==> src/rtl/databus_pattern_injector_if.sv <==
// rtl/databus_pattern_injector_if.sv - sample data bus bundle for the pattern injector
// Purpose: carries the multi-channel sample bus into and out of the injector.
// Signals:
//   s_data   NOF_CHANNELS*P*B  input sample data, channel-major, sample k at [k*B +: B]
//   m_data   NOF_CHANNELS*P*B  registered output sample data
//   m_marker NOF_CHANNELS      first-pattern-word marker per channel
// Modports:
//   master  the injector: consumes s_data, produces m_data/m_marker
//   slave   the surrounding logic: produces s_data, consumes m_data/m_marker
interface databus_pattern_injector_if #(
  parameter int NOF_CHANNELS     = 2,
  parameter int PARALLEL_SAMPLES = 8,
  parameter int BITS_PER_SAMPLE  = 16
);
  localparam int DATA_W = NOF_CHANNELS * PARALLEL_SAMPLES * BITS_PER_SAMPLE;

  logic [DATA_W-1:0]       s_data;
  logic [DATA_W-1:0]       m_data;
  logic [NOF_CHANNELS-1:0] m_marker;

  modport master (
    input  s_data,
    output m_data,
    output m_marker
  );

  modport slave (
    output s_data,
    input  m_data,
    input  m_marker
  );
endinterface

==> src/rtl/databus_pattern_injector.sv <==
// rtl/databus_pattern_injector.sv - per-channel constant/ramp/alternating test-pattern injector
// Purpose: in the data clock domain, replaces the samples of selected channels with a
//   generated pattern for a burst of N cycles (or until stopped); everything else passes
//   through with one cycle of latency.
// Ports:
//   data_clk_i       data clock
//   data_rst_n_i     asynchronous active-low reset
//   cfg_mode_i       0 passthrough, 1 constant, 2 ramp, 3 alternating
//   cfg_base_i       constant value / ramp start / alternating value
//   cfg_step_i       ramp increment per sample
//   cfg_ch_mask_i    1 = channel receives the pattern
//   cfg_burst_len_i  burst length in cycles, 0 = continuous
//   start_i          1-cycle pulse, begin a burst
//   stop_i           1-cycle pulse, abort a burst
//   bus              sample bus (s_data in, m_data/m_marker out)
//   busy_o           burst in progress
//   done_o           1-cycle pulse on the edge that ends a burst
//   burst_count_o    pattern words emitted in the current/last burst
module databus_pattern_injector #(
  parameter int NOF_CHANNELS     = 2,
  parameter int PARALLEL_SAMPLES = 8,
  parameter int BITS_PER_SAMPLE  = 16,
  parameter int BURST_WIDTH      = 32
) (
  input  logic                    data_clk_i,
  input  logic                    data_rst_n_i,
  input  logic [1:0]              cfg_mode_i,
  input  logic [BITS_PER_SAMPLE-1:0] cfg_base_i,
  input  logic [BITS_PER_SAMPLE-1:0] cfg_step_i,
  input  logic [NOF_CHANNELS-1:0] cfg_ch_mask_i,
  input  logic [BURST_WIDTH-1:0]  cfg_burst_len_i,
  input  logic                    start_i,
  input  logic                    stop_i,
  databus_pattern_injector_if.master bus,
  output logic                    busy_o,
  output logic                    done_o,
  output logic [BURST_WIDTH-1:0]  burst_count_o
);

  localparam int P      = PARALLEL_SAMPLES;
  localparam int B      = BITS_PER_SAMPLE;
  localparam int DATA_W = NOF_CHANNELS * P * B;

  localparam logic [1:0] MODE_CONST = 2'd1;
  localparam logic [1:0] MODE_RAMP  = 2'd2;
  localparam logic [1:0] MODE_ALT   = 2'd3;

  typedef enum logic {
    ST_IDLE,
    ST_RUN
  } state_e;

  state_e                  state_q, state_d;
  logic [1:0]              mode_q, mode_d;
  logic [B-1:0]            base_q, base_d;
  logic [B-1:0]            step_q, step_d;
  logic [NOF_CHANNELS-1:0] mask_q, mask_d;
  logic [BURST_WIDTH-1:0]  len_q, len_d;
  logic [B-1:0]            acc_q, acc_d;
  logic [BURST_WIDTH-1:0]  cnt_q, cnt_d;
  logic [DATA_W-1:0]       data_q, data_d;
  logic [NOF_CHANNELS-1:0] marker_q, marker_d;
  logic                    done_q, done_d;

  logic [DATA_W-1:0]       pattern_word;
  logic [BURST_WIDTH-1:0]  cnt_inc;
  logic [B-1:0]            word_step;

  // Ramp advances by one whole word (P samples) per RUN edge.
  assign word_step = step_q * B'(P);

  // Counter saturates so a continuous burst never wraps back to zero.
  assign cnt_inc = (&cnt_q) ? cnt_q : cnt_q + 1'b1;

  // Pattern word built from the shadow config; unmasked channels keep the live input.
  always_comb begin
    pattern_word = bus.s_data;
    for (int c = 0; c < NOF_CHANNELS; c++) begin
      if (mask_q[c]) begin
        for (int k = 0; k < P; k++) begin
          logic [B-1:0] sample;
          sample = base_q;
          case (mode_q)
            MODE_CONST: sample = base_q;
            MODE_RAMP:  sample = acc_q + (B'(k) * step_q);
            MODE_ALT:   sample = k[0] ? ~base_q : base_q;
            default:    sample = base_q;
          endcase
          pattern_word[(c*P + k)*B +: B] = sample;
        end
      end
    end
  end

  always_comb begin
    state_d  = state_q;
    mode_d   = mode_q;
    base_d   = base_q;
    step_d   = step_q;
    mask_d   = mask_q;
    len_d    = len_q;
    acc_d    = acc_q;
    cnt_d    = cnt_q;
    data_d   = bus.s_data;
    marker_d = '0;
    done_d   = 1'b0;

    case (state_q)
      ST_IDLE: begin
        if (start_i && !stop_i && (cfg_mode_i != 2'd0)) begin
          state_d = ST_RUN;
          mode_d  = cfg_mode_i;
          base_d  = cfg_base_i;
          step_d  = cfg_step_i;
          mask_d  = cfg_ch_mask_i;
          len_d   = cfg_burst_len_i;
          acc_d   = cfg_base_i;
          cnt_d   = '0;
        end
      end
      ST_RUN: begin
        if (stop_i) begin
          // Abort edge carries passthrough data and does not count as a pattern word.
          state_d = ST_IDLE;
          done_d  = 1'b1;
        end else begin
          data_d   = pattern_word;
          // The counter is cleared at start, so zero identifies the first word.
          marker_d = (cnt_q == '0) ? mask_q : '0;
          cnt_d    = cnt_inc;
          acc_d    = acc_q + word_step;
          if ((len_q != '0) && (cnt_inc == len_q)) begin
            state_d = ST_IDLE;
            done_d  = 1'b1;
          end
        end
      end
      default: state_d = ST_IDLE;
    endcase
  end

  always_ff @(posedge data_clk_i or negedge data_rst_n_i) begin
    if (!data_rst_n_i) begin
      state_q  <= ST_IDLE;
      mode_q   <= '0;
      base_q   <= '0;
      step_q   <= '0;
      mask_q   <= '0;
      len_q    <= '0;
      acc_q    <= '0;
      cnt_q    <= '0;
      data_q   <= '0;
      marker_q <= '0;
      done_q   <= 1'b0;
    end else begin
      state_q  <= state_d;
      mode_q   <= mode_d;
      base_q   <= base_d;
      step_q   <= step_d;
      mask_q   <= mask_d;
      len_q    <= len_d;
      acc_q    <= acc_d;
      cnt_q    <= cnt_d;
      data_q   <= data_d;
      marker_q <= marker_d;
      done_q   <= done_d;
    end
  end

  assign bus.m_data    = data_q;
  assign bus.m_marker  = marker_q;
  assign busy_o        = (state_q == ST_RUN);
  assign done_o        = done_q;
  assign burst_count_o = cnt_q;

endmodule

==> src/flat_wrapper.sv <==
// flat-port wrapper written by rule: the top's interface ports become plain ports
module databus_pattern_injector_flat 
#(
  parameter int NOF_CHANNELS     = 2,
  parameter int PARALLEL_SAMPLES = 8,
  parameter int BITS_PER_SAMPLE  = 16,
  parameter int BURST_WIDTH      = 32
)
  (data_clk_i, data_rst_n_i, cfg_mode_i, cfg_base_i, cfg_step_i, cfg_ch_mask_i, cfg_burst_len_i, start_i, stop_i, busy_o, done_o, burst_count_o, bus_s_data, bus_m_data, bus_m_marker);
  databus_pattern_injector_if #(.NOF_CHANNELS(NOF_CHANNELS), .PARALLEL_SAMPLES(PARALLEL_SAMPLES), .BITS_PER_SAMPLE(BITS_PER_SAMPLE)) bus_i ();
  input  logic data_clk_i;
  input  logic data_rst_n_i;
  input  logic [1:0] cfg_mode_i;
  input  logic [BITS_PER_SAMPLE-1:0] cfg_base_i;
  input  logic [BITS_PER_SAMPLE-1:0] cfg_step_i;
  input  logic [NOF_CHANNELS-1:0] cfg_ch_mask_i;
  input  logic [BURST_WIDTH-1:0] cfg_burst_len_i;
  input  logic start_i;
  input  logic stop_i;
  output logic busy_o;
  output logic done_o;
  output logic [BURST_WIDTH-1:0] burst_count_o;
  input wire logic [$bits(bus_i.s_data)-1:0] bus_s_data;
  output wire logic [$bits(bus_i.m_data)-1:0] bus_m_data;
  output wire logic [$bits(bus_i.m_marker)-1:0] bus_m_marker;
  assign bus_i.s_data = bus_s_data;
  assign bus_m_data = bus_i.m_data;
  assign bus_m_marker = bus_i.m_marker;
  databus_pattern_injector #(.NOF_CHANNELS(NOF_CHANNELS), .PARALLEL_SAMPLES(PARALLEL_SAMPLES), .BITS_PER_SAMPLE(BITS_PER_SAMPLE), .BURST_WIDTH(BURST_WIDTH)) u_core (.data_clk_i(data_clk_i), .data_rst_n_i(data_rst_n_i), .cfg_mode_i(cfg_mode_i), .cfg_base_i(cfg_base_i), .cfg_step_i(cfg_step_i), .cfg_ch_mask_i(cfg_ch_mask_i), .cfg_burst_len_i(cfg_burst_len_i), .start_i(start_i), .stop_i(stop_i), .bus(bus_i), .busy_o(busy_o), .done_o(done_o), .burst_count_o(burst_count_o));
endmodule
==> config.mk <==
export PLATFORM = sky130hd
export DESIGN_NAME = databus_pattern_injector_flat
export DESIGN_NICKNAME = d
export VERILOG_FILES = /design/src/rtl/databus_pattern_injector_if.sv /design/src/rtl/databus_pattern_injector.sv /design/src/flat_wrapper.sv
export SDC_FILE = /design/constraint.sdc
export NUM_CORES = 1
export LEC_CHECK = 0
export ABC_AREA = 1
export CAP_MARGIN = 5
export CELL_PAD_IN_SITES_DETAIL_PLACEMENT = 0
export CELL_PAD_IN_SITES_GLOBAL_PLACEMENT = 1
export CORE_MARGIN = 3
export CORE_UTILIZATION = 37
export CTS_BUF_LIST = sky130_fd_sc_hd__clkbuf_4
export CTS_CLUSTER_DIAMETER = 80
export DETAILED_ROUTE_END_ITERATION = 6
export GPL_ROUTABILITY_DRIVEN = 1
export PLACE_DENSITY_LB_ADDON = 0.1
export SETUP_SLACK_MARGIN = 0.1
export SYNTH_ARGS = -nofsm -noshare
export SYNTH_HDL_FRONTEND = slang
export SYNTH_SLANG_ARGS = --single-unit
==> constraint.sdc <==
create_clock -name data_clk_i -period 4.2 [get_ports data_clk_i]
set_input_delay 0.63 -clock data_clk_i [delete_from_list [all_inputs] [get_ports data_clk_i]]
set_output_delay 0.63 -clock data_clk_i [all_outputs]
set_load 0.01 [all_outputs]
==> results.md <==
- Clk slew on worst S/H paths: approximately 0.08 ns
- PD cells: 570 mW/mm^2
- DR pass1 iterations: 6
- Final Setup Violations: 0
- Fin Setup TNS: 0 ns
- Die Ht: 261 um
- CP max FO: 11
- Register area share after synthesis: 0.390
- Clk_lat worst skew: 0.90 ns
- Core area: 0.0638 mm^2
- Peak VDD IR: ~0.27 mV
- Unrepaired setup endpoints after global routing: no
- Fill count: approximately 6300
- Area grow syn2layout: 37.5%
- Clock Path Buffers: 3
- MaxCap Viol Count: 0
- Initial antenna violation count: 29
- Hold crit path type: in2reg
- Sw frac: 0.490
- CTS Root Cell: clkbuf_4
- Routed via count: between 20000 and 30000
- Cts bufs inserted: around 110
- Post-Synthesis Cells: 3240
- Die width: 261 um
- Largest net degree at the start of global routing: just over 90
- Die area: roughly 0.068 mm^2
- Gp weighted congestion: between 0.9 and 1
- Tot Pwr: between 15 and 20 mW
- Reg power frac: 0.236
- Share of layout cells above drive strength 1: 0.0734
- Fraction of registers with async set/reset: 1.00
- Iteration-0 DRC Markers: about 2000
- Leakage: approximately 16 nW
- Cells after DPL: ~4700
- Area of the multi-input gates: approximately 0.013 mm^2
- Wire length per cell: about 24 um
- Element type at the critical path start: register
- GRT overflow: 0
- Final min period: 3.77 ns
- Worst-Margin Slew: about 1.3 ns
- Avg Vias per Cell: between 5 and 6
- R2R setup slack: approximately 0.43 ns
- Status: finished clean
- Hold slack: about 0.27 ns
- Fin nets: approximately 4500
- F_max: 0.265 GHz
- Pins Over Slew Limit: 0
- Yosys warns: 0
- I/O Pins: 620
- Final period utilization: 0.899
- Synth cell types: 43
- Internal: 9.64 mW
- H-tree levels: 3
- DR DRC count: 0
- IO Port Bufs: a little over 600
- Slew margin rel.: 0.143
- # clock sinks: 376
- First-pass GRT wire length: approximately 170 mm
- Worst EP arrival: around 4.5 ns
- GRT Total Usage: 0.335
- Number of synthesized flops with an enable pin: 0
- Finished Layout Cells: 4898
- Final WL: 117 mm
- Initial core utilization: 0.378
- CP required: approximately 5.0 ns
- TritonCTS clock tree: yes
- Average size of a mapped cell: 7.44 um^2
- Switching power: ~9.3 mW
- Clock Skews: around 0.11 ns
- Clock network power share: 0.174
- Syn_nets: 3769
- Number of global-route vias before repair: approximately 26000
- Final hold viol count: 0
- Rows: a little over 90
- Gate power share: 0.590
- Register area: 0.00941 mm^2
- Seq cells post-synth: between 300 and 400
- DP Wirelength: 93.6 mm
- Final ANT Viol Nets: 0
- Crit Path Class: reg2reg
- Ys flop type: dfrtp_1
- Post-Synthesis Cell Area: 0.0241 mm^2
- CP Capture Type: register
[kinds of logic after synthesis]
logic type      after synthesis  synth area share
fa+ha+maj                   201             0.123
buf+inv                     496            0.0786
xor+xnor                     53            0.0192
compound gates              568             0.127
mux                           9           0.00374
flops                       376             0.390
simple gates               1537             0.258
[placed cells by master (no fill, tap or decap), types with 12 or more instances in the layout]
master           synthesis  routed
o211ai_1                12      12
clkinv_1                 3      19
ha_1                   140     140
xor2_1                  37      37
dfrtp_1                376     373
nand3_1                184     184
o21ai_0                304     301
or2_2                   13      13
clkbuf_4                 0     151
buf_4                    0      83
diode_2                  0      20
inv_1                  392     389
nand4_1                 17      17
nand2_1               1129    1127
xnor2_1                 16      16
nor3_1                  21      21
a21oi_1                170     170
fa_1                    61      61
a21o_1                  25      25
nor2_1                 142     139
clkdlybuf4s50_1          0     618
[worst paths after layout]
kind,depth (start not counted),to,from
hold / removal,3,u_core.len_q[18],cfg_burst_len_i[18]
hold reg to reg,2,u_core.mask_q[1],u_core.mask_q[1]
min in group asynchronous,2,u_core.burst_count_o[31],data_rst_n_i
setup reg to reg,19,u_core.bus.m_data[239],u_core.step_q[7]
setup / recovery,19,u_core.bus.m_data[239],u_core.step_q[7]
max in group asynchronous,3,u_core.step_q[2],data_rst_n_i
[power by group through the flow]
stage          Combinational, mW  Clock, mW  Sequential (mW)
6_report                    11.2       3.28             4.46
3_3_place_gp                10.9          0             4.50
5_1_grt                     12.4       3.54             4.48
2_1_floorplan               6.62          0             4.56
3_5_place_dp                11.0          0             4.51
4_1_cts                     11.0       3.37             4.44
[state kept, by name, summed over array words and instances, names as in the netlist, 16 cells and up]
signal	count
u_core.bus.m_data	256
u_core.burst_count_o	32
u_core.len_q	32
u_core.acc_q	16
u_core.base_q	16
u_core.step_q	16
[repair_timing]
item                                    in CTS  in global routing
endpoints found under the setup margin       0                  9
hold buffers                                 1                  0
resized for setup                            0                  5
endpoints found under the hold margin       82                  0
buffers inserted                             0                  0
[cell usage after synthesis (3+ instances only)]
master        n  area, um^2
o211ai_1     12        90.1
clkinv_1      3        11.3
nand3b_1     11        82.6
o21bai_1     11        82.6
o22ai_1       7        43.8
a21o_1       25         188
o21ai_0     304        1520
buf_1        10        37.5
nand2_1    1129        4240
buf_2         9        45.0
clkbuf_1     77         289
nand2_2       4        25.0
a21oi_1     170         851
or2_2        13        81.3
nor2_2        3        18.8
a21boi_0      3        22.5
mux2i_1       9        90.1
a31oi_1       8        50.1
dfrtp_1     376        9410
o31ai_1       3        22.5
ha_1        140        1750
o2111ai_1     4        35.0
xnor2_1      16         140
nor3_1       21         105
fa_1         61        1220
xor2_1       37         324
inv_1       392        1470
nand3_1     184         921
a22oi_1       3        22.5
buf_6         3        33.8
nor2_1      142         533
nor4_1        7        43.8
a211oi_1      6        45.0
nand4_1      17         106
o21ai_1       7        35.0
nor2_4        3        33.8
[cell type report]
cell class                 count  share of cell area
tap                          846              0.0319
sequential                   376               0.284
inverter                     397              0.0451
clock buffer                 151              0.0342
multi-input combinational   2368               0.387
clock inverter                27             0.00404
timing repair buffer         713               0.212
antenna                       20             0.00151
[per-stage QoR]
stage | setup WS [ns] | cell area (um^2) | util
finish | 0.426 | 33200 | 0.520
floorplan | 0.746 | 24100 | -
global placement | 0.240 | 31800 | 0.499
global route | 0.104 | 33100 | 0.520
detailed placement | 0.158 | 31800 | 0.499
CTS | 0.161 | 33100 | 0.519
[worst max-delay path, stage by stage, from the launching register on]
cell and delay [ns]:
dfrtp_2 0.59, ha_1 0.44, a21oi_1 0.18, o21ai_0 0.13, a21oi_1 0.26, o21ai_1 0.15
xnor2_1 0.15, inv_1 0.08, ha_1 0.31, a21oi_1 0.20, nor2_1 0.06, o21ai_0 0.15
nand3b_1 0.09, a31oi_1 0.28, inv_1 0.07, nand3_1 0.07, nand3_1 0.11, nand2_1 0.23
nand2_1 0.08, nand2_1 0.07
[layer usage]
| metal | vias to the layer above | global-route usage | share of wire | wire [um] |
|---|---|---|---|---|
| met5 | - | 0 | 0.00059 | 69 |
| met4 | 10 | 0.168 | 0.050 | 5840 |
| li1 | 11900 | - | - | - |
| met3 | 271 | 0.0675 | 0.072 | 8390 |
| met2 | 1085 | 0.576 | 0.49 | 57500 |
| met1 | 12200 | 0.398 | 0.39 | 45200 |
Note: power is estimated with default switching activity, not from simulation.
